<file path="config.mk">
export PLATFORM = sky130hd
export DESIGN_NAME = stall_controller
export DESIGN_NICKNAME = d
export VERILOG_FILES = /design/src/rtl/hazard_pkg.sv /design/src/rtl/outstanding_counter.sv /design/src/rtl/stall_controller.sv
export SDC_FILE = /design/constraint.sdc
export NUM_CORES = 1
export LEC_CHECK = 0
export CAP_MARGIN = 20
export CORE_MARGIN = 2
export CORE_UTILIZATION = 36
export CTS_CLUSTER_SIZE = 16
export DETAILED_ROUTE_END_ITERATION = 10
export PLACE_DENSITY = 0.95
export SLEW_MARGIN = 20
export SYNTH_ARGS = -nofsm -noshare
export SYNTH_HDL_FRONTEND = slang
export SYNTH_SLANG_ARGS = --single-unit
export TNS_END_PERCENT = 30
</file>
<file path="constraint.sdc">
create_clock -name clk -period 3.24 [get_ports clk]
set_input_delay 0.648 -clock clk [delete_from_list [all_inputs] [get_ports clk]]
set_output_delay 0.648 -clock clk [all_outputs]
set_load 0.02 [all_outputs]
</file>
<file path="src/rtl/hazard_pkg.sv">
// Shared definitions for the pipeline stall/flush controller.
//   STG_*            : bit index of each stall class in stall/flush vectors
//   redirect_state_e : redirect flush sequencer states
//   stall_vec_t      : one bit per stall class, bit 0 = fetch
//   cnt_width()      : width needed to hold 0..max
package hazard_pkg;

  localparam int unsigned STG_FETCH = 0;
  localparam int unsigned STG_FE    = 1;
  localparam int unsigned STG_BE    = 2;
  localparam int unsigned STG_RET   = 3;

  typedef enum logic [0:0] {IDLE, FLUSH} redirect_state_e;

  typedef logic [3:0] stall_vec_t;

  function automatic int unsigned cnt_width(input int unsigned max);
    return (max < 1) ? 1 : $clog2(max + 1);
  endfunction

endpackage

</file>
<file path="src/rtl/outstanding_counter.sv">
// Saturating outstanding-request counter for one memory channel.
//   clk, rst_n : clock, asynchronous active-low reset
//   inc        : request issued (dropped when already at MAX)
//   dec        : response/ack returned (ignored when at 0)
//   count      : current outstanding count
//   full       : count == MAX
//   underflow  : dec with nothing outstanding (and no same-cycle inc)
module outstanding_counter
  import hazard_pkg::*;
#(
  parameter int unsigned MAX  = 4,
  parameter int unsigned CntW = cnt_width(MAX)
) (
  input  logic            clk,
  input  logic            rst_n,
  input  logic            inc,
  input  logic            dec,
  output logic [CntW-1:0] count,
  output logic            full,
  output logic            underflow
);

  logic [CntW-1:0] count_q, count_d;

  assign count     = count_q;
  assign full      = (count_q == CntW'(MAX));
  assign underflow = dec & ~inc & (count_q == '0);

  // A same-cycle inc and dec cancel, even at the limits.
  always_comb begin
    count_d = count_q;
    if (inc && !dec && !full) begin
      count_d = count_q + CntW'(1);
    end else if (dec && !inc && (count_q != '0)) begin
      count_d = count_q - CntW'(1);
    end
  end

  always_ff @(posedge clk or negedge rst_n) begin
    if (!rst_n) begin
      count_q <= '0;
    end else begin
      count_q <= count_d;
    end
  end

endmodule

</file>
<file path="src/rtl/stall_controller.sv">
// Pipeline stall/flush controller for the out-of-order core.
//   clk, reset         : clock, asynchronous active-low reset
//   icache_busy, fetch_valid, rob_full : front-end hazard sources
//   redirect           : PC overwrite, starts/restarts a multi-cycle flush
//   dreq/dresp/dmiss   : per data-port request, response and miss
//   wreq/wack          : per write-port issue and completion
//   stall, flush       : {retire, backend, frontend, fetch}, bit 0 = fetch
//   dport_full         : data port at its outstanding limit
//   proto_err          : sticky, overflowing request or orphan response/ack
//   perf_*             : stall/redirect counters, present only when STALL_PERF_EN
//                        is defined, otherwise tied to zero
module stall_controller
  import hazard_pkg::*;
#(
  parameter int unsigned NUM_DPORTS   = 2,
  parameter int unsigned NUM_WPORTS   = 1,
  parameter int unsigned MAX_DOUT     = 4,
  parameter int unsigned MAX_WOUT     = 2,
  parameter int unsigned FLUSH_CYCLES = 2,
  parameter int unsigned CNT_W        = 32
) (
  input  logic                  clk,
  input  logic                  reset,
  input  logic                  icache_busy,
  input  logic                  redirect,
  input  logic                  fetch_valid,
  input  logic                  rob_full,
  input  logic [NUM_DPORTS-1:0] dreq,
  input  logic [NUM_DPORTS-1:0] dresp,
  input  logic [NUM_DPORTS-1:0] dmiss,
  input  logic [NUM_WPORTS-1:0] wreq,
  input  logic [NUM_WPORTS-1:0] wack,
  output stall_vec_t            stall,
  output stall_vec_t            flush,
  output logic [NUM_DPORTS-1:0] dport_full,
  output logic                  proto_err,
  output logic [CNT_W-1:0]      perf_fetch,
  output logic [CNT_W-1:0]      perf_fe,
  output logic [CNT_W-1:0]      perf_be,
  output logic [CNT_W-1:0]      perf_ret,
  output logic [CNT_W-1:0]      perf_redirects
);

  localparam int unsigned DCntW  = cnt_width(MAX_DOUT);
  localparam int unsigned WCntW  = cnt_width(MAX_WOUT);
  localparam int unsigned FcntW  = cnt_width(FLUSH_CYCLES);

  logic [NUM_DPORTS-1:0] d_under, d_over;
  logic [NUM_WPORTS-1:0] w_full, w_under, w_over;

  for (genvar i = 0; i < NUM_DPORTS; i++) begin : g_dport
    logic [DCntW-1:0] cnt;
    outstanding_counter #(.MAX(MAX_DOUT)) u_cnt (
      .clk      (clk),
      .rst_n    (reset),
      .inc      (dreq[i]),
      .dec      (dresp[i]),
      .count    (cnt),
      .full     (dport_full[i]),
      .underflow(d_under[i])
    );
    assign d_over[i] = dreq[i] & ~dresp[i] & (cnt == DCntW'(MAX_DOUT));
  end

  for (genvar i = 0; i < NUM_WPORTS; i++) begin : g_wport
    logic [WCntW-1:0] cnt;
    outstanding_counter #(.MAX(MAX_WOUT)) u_cnt (
      .clk      (clk),
      .rst_n    (reset),
      .inc      (wreq[i]),
      .dec      (wack[i]),
      .count    (cnt),
      .full     (w_full[i]),
      .underflow(w_under[i])
    );
    assign w_over[i] = wreq[i] & ~wack[i] & (cnt == WCntW'(MAX_WOUT));
  end

  // Redirect sequencer and sticky protocol error
  redirect_state_e  state_q, state_d;
  logic [FcntW-1:0] fcnt_q, fcnt_d;
  logic             proto_err_q, proto_err_d;
  logic             flush_active;

  always_comb begin
    state_d = state_q;
    fcnt_d  = fcnt_q;
    unique case (state_q)
      IDLE: begin
        if (redirect) begin
          state_d = FLUSH;
          fcnt_d  = FcntW'(FLUSH_CYCLES - 1);
        end
      end
      FLUSH: begin
        if (redirect) begin
          fcnt_d = FcntW'(FLUSH_CYCLES - 1);
        end else if (fcnt_q == '0) begin
          state_d = IDLE;
        end else begin
          fcnt_d = fcnt_q - FcntW'(1);
        end
      end
    endcase
  end

  assign proto_err_d = proto_err_q | (|d_under) | (|d_over) | (|w_under) | (|w_over);

  always_ff @(posedge clk or negedge reset) begin
    if (!reset) begin
      state_q     <= IDLE;
      fcnt_q      <= '0;
      proto_err_q <= 1'b0;
    end else begin
      state_q     <= state_d;
      fcnt_q      <= fcnt_d;
      proto_err_q <= proto_err_d;
    end
  end

  assign flush_active = (state_q == FLUSH) | redirect;
  assign proto_err    = proto_err_q;

  // Later stages back-pressure earlier ones; retire never propagates upward.
  always_comb begin
    stall = '0;
    flush = '0;
    stall[STG_RET]   = (|w_full) | (|wack);
    stall[STG_BE]    = (|dmiss) | (|dport_full);
    stall[STG_FE]    = rob_full | stall[STG_BE];
    stall[STG_FETCH] = icache_busy | ~fetch_valid | rob_full | stall[STG_FE] | flush_active;
    flush[STG_FETCH] = flush_active;
    flush[STG_FE]    = flush_active;
    if (!reset) begin
      stall = '1;
      flush = '1;
    end
  end

`ifdef STALL_PERF_EN
  logic [4:0]       perf_ev;
  logic [CNT_W-1:0] perf_q [5];
  logic [CNT_W-1:0] perf_d [5];

  assign perf_ev = {redirect, stall};

  always_comb begin
    for (int i = 0; i < 5; i++) begin
      perf_d[i] = perf_q[i];
      if (perf_ev[i] && (perf_q[i] != '1)) begin
        perf_d[i] = perf_q[i] + CNT_W'(1);
      end
    end
  end

  always_ff @(posedge clk or negedge reset) begin
    if (!reset) begin
      for (int i = 0; i < 5; i++) perf_q[i] <= '0;
    end else begin
      for (int i = 0; i < 5; i++) perf_q[i] <= perf_d[i];
    end
  end

  assign perf_fetch     = perf_q[0];
  assign perf_fe        = perf_q[1];
  assign perf_be        = perf_q[2];
  assign perf_ret       = perf_q[3];
  assign perf_redirects = perf_q[4];
`else
  assign perf_fetch     = '0;
  assign perf_fe        = '0;
  assign perf_be        = '0;
  assign perf_ret       = '0;
  assign perf_redirects = '0;
`endif

endmodule

</file>
After elaboration in Yosys (flattened, before gate mapping)
Cells that the tools add are included.
{"block": "word_totals", "ff_bits": 12, "input_bits": 14, "out_inout_bits": 171, "wordCells": 102}
{"block": "classes", "n_addsub": 7, "n_eq_ne": 5, "muxes": 16, "bitwise": 32, "reduce_logical": 36}
{"op": "AND 1 bit", "count": 12}
{"op": "logical AND 1 bit", "count": 12}
{"op": "two-way mux 3 bit", "count": 4}
{"op": "bitwise OR 1 bit", "count": 12}
{"op": "two-way mux 2 bit", "count": 5}
{"op": "zero test 1 bit", "count": 9}
{"op": "two-way mux 4 bit", "count": 2}
{"op": "NOT 1 bit", "count": 8}
{"op": "nonzero test 2 bit", "count": 4}
{"op": "OR reduction 2 bit", "count": 4}
{"op": "adder 3 x 1 -> 3 bit (second input constant)", "count": 2}
{"op": "== test 3 bit (second input constant)", "count": 2}
{"op": "zero test 3 bit", "count": 2}
{"op": "nonzero test 3 bit", "count": 2}
{"op": "subtractor 3 x 1 -> 3 bit (second input constant)", "count": 2}
{"op": "zero test 2 bit", "count": 2}
{"op": "one-hot mux 2 bit (2 select lines)", "count": 1}
{"op": "subtractor 2 x 1 -> 2 bit (second input constant)", "count": 2}
{"op": "two-way mux 1 bit", "count": 3}
{"op": "inequality test 3 bit (second input constant)", "count": 1}
{"op": "adder 2 x 1 -> 2 bit (second input constant)", "count": 1}
{"op": "== test 2 bit (second input constant)", "count": 1}
{"op": "inequality test 2 bit (second input constant)", "count": 1}
{"op": "one-hot mux 1 bit (2 select lines)", "count": 1}
{"op": "AND reduction 2 bit", "count": 1}

Logic depth before layout (Yosys ltp)
Gate-level depths: netlist of run 1.
{"block": "logic_depth", "depth_word": 8, "ltp_mapped": 7, "depth_no_buf": 6}

Hierarchy
From an unflattened synthesis of run 1, not the netlist that was laid out.
{"block": "hier_totals", "hier_cells": 254, "area_unflattened_um2": 2075.7}
{"mod": "stall_controller", "n_inst": 1, "cells_per_inst": 193, "area_per_inst_um2": 1485.2, "seq_area_each_um2": 100.1}
{"mod": "outstanding_counter (g_dport[0].u_cnt ...)", "n_inst": 2, "cells_per_inst": 24, "area_per_inst_um2": 231.5, "seq_area_each_um2": 75.1}
{"mod": "outstanding_counter (g_wport[0].u_cnt)", "n_inst": 1, "cells_per_inst": 13, "area_per_inst_um2": 127.6, "seq_area_each_um2": 50.0}

Worst setup path before layout of run 1
OpenSTA, ideal clock, no wires.
{"block": "synth_path", "kind": "input to output", "from": "input port dmiss[1]", "to": "output port stall[0]", "t_arrival_ns": 1.459, "slack_ns": 1.133, "cell_stages": 3, "n_path_buf": 0, "path_cell_list": "nor2_1 nand4_2 or3_1"}
{"block": "synth_via", "elab_chain_len": 6}
{"element": "from (decl)", "line_no": "stall_controller.sv:30", "rtl": "input logic [NUM_DPORTS-1:0] dmiss,"}
{"element": "OR reduction 2 bit", "line_no": "stall_controller.sv:129", "rtl": "stall[STG_BE] = (|dmiss) | (|dport_full);"}
{"element": "bitwise OR 1 bit", "line_no": "stall_controller.sv:129"}
{"element": "bitwise OR 1 bit", "line_no": "stall_controller.sv:130", "rtl": "stall[STG_FE] = rob_full | stall[STG_BE];"}
{"element": "bitwise OR 1 bit (2 in a row)", "line_no": "stall_controller.sv:131", "rtl": "stall[STG_FETCH] = icache_busy | ~fetch_valid | rob_full | stall[STG_FE] | flush_active;"}
{"element": "two-way mux 4 bit", "line_no": "stall_controller.sv:134", "rtl": "if (!reset) begin"}
{"element": "to (decl)", "line_no": "stall_controller.sv:33", "rtl": "output stall_vec_t stall,"}
No other way between the ends.

Final worst setup path of run 1
{"block": "layout_path", "from": "input port reset", "to": "output port stall[0]"}
{"block": "layout_via", "elab_chain_len": 1}
{"element": "from (decl)", "line_no": "stall_controller.sv:23", "rtl": "input logic reset,"}
{"element": "two-way mux 4 bit", "line_no": "stall_controller.sv:134"}
No other way between the ends.

==> metrics.md, run 1 <==
| Metric | Value |
|---|---|
| Setup TNS | `0 ns` |
| CP startpoint kind | `input pin` |
| CTS H-tree depth | `1` |
| Share of total power in combinational logic | `55.8%` |
| Period utilization | `88.7%` |
| All-Layer GR Usage | `7.58%` |
| Area leader, netlist | `buf_4` |
| Cell mode on critical path | `clkdlybuf4s50_1` |
| Hold path depth | `1` |
| Clock power frac | `13.7%` |
| Hold-fix buffers, CTS | `0` |
| IO buf count | `24` |
| Leakage | `0.00102 uW` |
| Seq/Total Area, Yosys | `13.7%` |
| Post-synthesis compound-gate area fraction | `10.4%` |
| Final setup fails | `0` |
| Hold Path Class | `reg2reg` |
| DRT iter0 DRCs | `59` |
| Max incr delay on CP | `0.55 ns` |
| Dpl hpwl | `2520 um` |
| GRT overflow | `0` |
| Number of synthesized flops with an enable pin | `0` |
| P per Cell Area | `507 mW/mm^2` |
| CTS tree | `done` |
| Yosys top cell area share | `56.5%` |
| Synthesized area | `0.00219 mm^2` |
| Final #Nets | `309` |
| Fmax | `348 MHz` |
| Async SR Flop Fraction | `100%` |
| Synth Warn # | `0` |
| Most used DFF post-synth | `dfrtp_1` |
| Via density | `3.52` |
| I/O Pins | `185` |
| GRT Max-Usage Layer | `met2` |
| CP endpoint kind | `output port` |
| Final Cell Area | `0.00191 mm^2` |
| Met1 GRT Util | `7.89%` |
| CTS Sinks | `12` |
| Post-CTS sizing | `0` |
| Flop pwr share | `30.5%` |
| Placed Instances | `362` |
| Synth Area in XOR/XNOR | `1.20%` |
| Core ar. | `0.00589 mm^2` |
| Initial antenna violation count | `0` |
| RSZ-0062 raised after global routing | `no` |
| Net Switching | `488 uW` |
| Layout cell share with drive strength beyond 1 | `3.45%` |
| Total number of vias | `1286` |
| Initial core utilization | `37.2%` |
| Final WL | `2970 um` |
| Peak supply drop | `0.000245 V` |
| Max_cap viols | `0` |
| Row cnt | `28` |
| Top-count cell post-synth | `buf_4` |
| Area Overhead vs Synth | `-12.9%` |
| Critical Path Start | `reset` |
| Clk buf depth | `2` |
| Max FO, Critical Path | `4` |
| Diodes inserted | `0` |
| Non-filler cells in the finished layout | `365` |
| Mean Syn Cell Area | `8.06 um^2` |
| Worst R2R End | `g_dport[1].u_cnt.count[1]` |
| Worst R2R Path Depth | `5` |
| Vias in the first global route | `900` |
| Cell Area, Placed | `0.00187 mm^2` |
| Worst path cell trace | `clkdlybuf4s50_1 -> nand4_2 -> or3_1 -> clkdlybuf4s50_1` |
| Slew Viols, Final | `0` |
| Antenna-violating nets left | `0` |
| Post-synthesis mux area share | `0.913%` |
| Sw frac | `50.5%` |
| Yosys cell types | `41` |
| Drt first pass iters | `4` |
| Worst Skew | `0.00237 ns` |
| Cell family with most CP delay | `buffers and inverters` |
| Critical Path AT | `2.22 ns` |
| Internal Dissipation | `479 uW` |
| Cells after synthesis | `272` |
| HP Start | `proto_err` |
| Post-Synth Simple-Gate Area | `11.5%` |
| # DRC | `0` |
| Worst EP required | `2.59 ns` |
| Routability cong. | `0.731` |
| Die Footprint | `0.00673 mm^2` |
| Root Driver | `clkbuf_8` |
| Combinational family with the most area after synthesis | `buffers and inverters` |
| First-pass GRT wire length | `3950 um` |
| Hold Path End | `proto_err` |
| Synth area leaders | `buf_4 57%, dfrtp_1 14%, a211oi_1 2.7%` |
| Most instantiated cells after synthesis | `165 x buf_4, 12 x dfrtp_1, 9 x inv_1` |
| Met2 usage | `14.4%` |
| Status | `finished clean` |
| Fin crit period | `2.87 ns` |
| Setup bufs post-CTS | `0` |
| Clk Latency, worst-skew pair | `0.24 ns` |
| Critical path class | `in2out` |
| Die Span Y | `82.0 um` |
| Total CTS buffers | `3` |
| Pin count of the biggest net entering global routing | `14` |
| Worst path buffer plus inverter count | `2` |
| Final Hold Fails | `0` |
| Adder-cell share of the synthesized area | `2.40%` |
| GR Util met3 | `1.21%` |
| Crit-path slowest cell | `clkdlybuf4s50_1` |
| Average routed wire per standard cell | `8.14 um` |
| Synth Register Bits | `12` |
| Reg-to-reg startpoint | `g_dport[1].u_cnt.count[2]` |
| Die span in x | `82.0 um` |
| Final core occ | `32.4%` |
| Reg clk slew, reported paths | `0.05 ns` |
| Reg2reg setup slack | `1.23 ns` |
[placed cells by master, fill, tap and decap left out, types with 3 or more instances in the layout]
master / n
a211oi_1: 8
clkbuf_8: 3
clkdlybuf4s50_1: 24
conb_1: 160
dfrtp_1: 12
inv_1: 9
nand2_1: 5
nand2b_1: 4
nand3b_1: 8
nor2_1: 7
nor2b_1: 4
o211ai_1: 3
o22ai_1: 3
or3b_1: 3
[cell families (layout without fill, tap and decap cells)]
family                     after synthesis  in the layout
buffers and inverters                  180             39
and+or+nand+nor                         41             41
AOI/OAI and AO/OA                       30             30
DFF                                     12             12
adders and majority gates                3              3
xor gates and xnor gates                 3              3
muxes                                    2              2
other                                    1            160
[routing by layer]
layer,share of wire (%),routed length (um),vias to the layer above
met5,0,0,-
met4,1.8,52,0
met3,15,437,5
met2,52,1530,107
met1,32,947,574
li1,-,-,600
[power groups by stage]
stage          Clock [uW]  Sequential (uW)  Combinational, uW
3_5_place_dp            0              297                536
2_1_floorplan           0              256                639
3_3_place_gp            0              290                510
6_report              132              295                539
4_1_cts               135              295                538
5_1_grt               142              312                598
[sequential cells by signal (all words and copies together), names as in the netlist]
signal and cells:
state_q 1, g_dport.u_cnt.count 6, g_wport.u_cnt.count 2, proto_err 1, fcnt_q 2
[layout make-up]
type	instances	area (um^2)
Multi-Input combinational cell	239	1180
Inverter	10	37.5
Timing Repair Buffer	26	255
Fill cell	620	3980
Tap cell	75	93.8
Clock buffer	3	41.3
Sequential cell	12	300
[per-stage QoR]
stage / total power [uW] / hold slack (ns) / setup slack [ns]
after floorplan: 895 / 0.352 / 1.13
after global placement: 801 / 0.471 / 0.405
after detailed placement: 833 / 0.476 / 0.362
after CTS: 968 / 0.492 / 0.348
after global routing: 1050 / 0.508 / 0.276
final: 967 / 0.482 / 0.367
[worst max path at each step]
stage / end / slack (ns) / depth (start not counted)
after global routing: stall[0] / 0.28 / 4
after CTS: stall[0] / 0.35 / 4
after detailed placement: stall[0] / 0.36 / 5
after global placement: stall[0] / 0.41 / 5
after floorplan: stall[0] / 1.13 / 3
final: stall[0] / 0.37 / 4
Power figures use the tool's default switching activity.
==> run 2, diff against run 1 <==
--- a/config.mk
+++ b/config.mk
@@ -11,4 +11,5 @@
 export CTS_CLUSTER_SIZE = 16
 export DETAILED_ROUTE_END_ITERATION = 10
+export HOLD_SLACK_MARGIN = 0.12
 export PLACE_DENSITY = 0.95
 export SLEW_MARGIN = 20
==> constraint.sdc (replaced) <==
create_clock -name clk -period 3.24 [get_ports clk]
set_input_delay 0.81 -clock clk [delete_from_list [all_inputs] [get_ports clk]]
set_output_delay 0.81 -clock clk [all_outputs]
set_load 0.02 [all_outputs]
==> run 2 against run 1 <==
Flip-flop and latch count did not move. Total power rose by 1.4%. Clock power rose by 4%. Sequential power barely moved. Final area rose by 1.3%. Count of clock-buffer cells in the layout did not move. Hold slack got worse by 0.0070 ns. Critical path depth rose by 1. Setup slack got worse by 0.31 ns. Global-route usage rose by 0.25 points. Highest routed layer unchanged. Die area did not move.
==> metrics.md, run 2 (same netlist as run 1, synthesis figures left out) <==
| Metric | Value |
|---|---|
| Total number of vias | `1318` |
| Post-CTS sizing | `0` |
| Max_cap viols | `0` |
| Leakage | `0.00103 uW` |
| Final #Nets | `312` |
| Clk Latency, worst-skew pair | `0.24 ns` |
| Largest register FFs | `6` |
| GRT overflow | `0` |
| Crit-path slowest cell | `clkdlybuf4s50_1` |
| Slew Viols, Final | `0` |
| Final setup fails | `0` |
| Final WL | `3150 um` |
| Setup bufs post-CTS | `0` |
| CP endpoint kind | `output port` |
| Row cnt | `28` |
| Status | `finished clean` |
| Max FO, Critical Path | `3` |
| HP Start | `proto_err` |
| Total power draw | `981 uW` |
| Die Span Y | `82.0 um` |
| P per Cell Area | `507 mW/mm^2` |
| Hold_ws | `0.475 ns` |
| Diodes inserted | `0` |
| Fmax | `314 MHz` |
| CP startpoint kind | `input pin` |
| Critical Path AT | `2.37 ns` |
| Root Driver | `clkbuf_8` |
| Average routed wire per standard cell | `8.55 um` |
| Most frequent cells in the layout | `160 x conb_1, 23 x clkdlybuf4s50_1, 12 x dfrtp_1, 9 x inv_1` |
| Register area | `300 um^2` |
| Setup TNS | `0 ns` |
| I/O Pins | `185` |
| Final Cell Area | `0.00193 mm^2` |
| First-pass GRT wire length | `4110 um` |
| Max incr delay on CP | `0.56 ns` |
| CTS tree | `done` |
| DRT iter0 DRCs | `37` |
| Vias in the first global route | `938` |
| Antenna-violating nets left | `0` |
| Critical Path Start | `reset` |
| Area Overhead vs Synth | `-11.8%` |
| Hold Path Class | `reg2reg` |
| Final Hold Fails | `0` |
| Period utilization | `98.2%` |
| Drt first pass iters | `5` |
| # DRC | `0` |
| Initial antenna violation count | `0` |
| Worst setup margin | `0.0585 ns` |
| Worst EP required | `2.43 ns` |
| RSZ-0062 raised after global routing | `no` |
| Reg clk slew, reported paths | `0.05 ns` |
| Clk buf depth | `2` |
| CTS H-tree depth | `1` |
| Die span in x | `82.0 um` |
| Pre-CTS setup slack | `0.0327 ns` |
| Total CTS buffers | `3` |
| Pin count of the biggest net entering global routing | `13` |
| Routability cong. | `0.751` |
| Core ar. | `0.00589 mm^2` |
| Area of the multi-input gates | `0.00118 mm^2` |
| Commonest non-fill, non-tap cell in the layout | `conb_1` |
| Die Footprint | `0.00673 mm^2` |
| Dpl hpwl | `2630 um` |
| All-Layer GR Usage | `7.83%` |
| Critical path class | `in2out` |
| Layout cell share with drive strength beyond 1 | `4.44%` |
| Cell mode on critical path | `clkdlybuf4s50_1` |
| CTS Sinks | `12` |
| Filler instances | `634` |
| Cell Area, Placed | `0.00189 mm^2` |
| IO buf count | `24` |
| Hold-fix buffers, CTS | `0` |
| Fin crit period | `3.18 ns` |
| Initial core utilization | `37.2%` |
| Worst Skew | `0.00401 ns` |
| Via density | `3.58` |
| Reg-to-reg startpoint | `g_dport[1].u_cnt.count[2]` |
| Peak supply drop | `0.000188 V` |
| Worst path cell trace | `clkdlybuf4s50_1 -> buf_4 -> inv_1 -> a211o_1 -> clkdlybuf4s50_1` |
[run 2: path summary, 6_finish.rpt]
path | to | cells after the start | slack [ns]
worst min register to register | proto_err | 1 | 0.47
worst min-delay path | proto_err | 1 | 0.47
worst max register to register | g_dport[1].u_cnt.count[1] | 5 | 1.28
max in group asynchronous | g_dport[1].u_cnt.count[1] | 3 | 2.01
min in group asynchronous | fcnt_q[1] | 2 | 0.97
worst max-delay path | stall[3] | 5 | 0.06
[run 2: worst max-delay path: cells and delay by family]
family | cells | cell delay (ns)
buf+inv | 4 | 1.30
compound gates | 1 | 0.26
[run 2: through the flow]
step,cells,util (%)
after floorplan,431,-
after global placement,365,32.1
after detailed placement,365,32.1
after CTS,368,32.8
after global routing,368,32.9
final,368,32.9
[run 2: routing by layer]
metal / global-route usage (%) / vias to the layer above / wire length [um]
met3: 0.769 / 5 / 417
met4: 4.50 / 0 / 62
met1: 8.15 / 605 / 976
met2: 15.0 / 102 / 1690
met5: 0 / - / 0
li1: - / 606 / -
[run 2: final cells by class]
cell class              instances  area share [%]
repair buffers                 29            14.5
well taps                      75            4.85
flip-flops and latches         12            15.5
multi-input cells             239            61.1
inverters                      10            1.94
clock buffers                   3            2.13
[run 2: where the power goes]
group	internal [uW]	total, uW	switching [uW]
Clock	81.9	137	54.6
Combinational	198	546	348
Sequential	202	298	95.6
Total	482	981	498
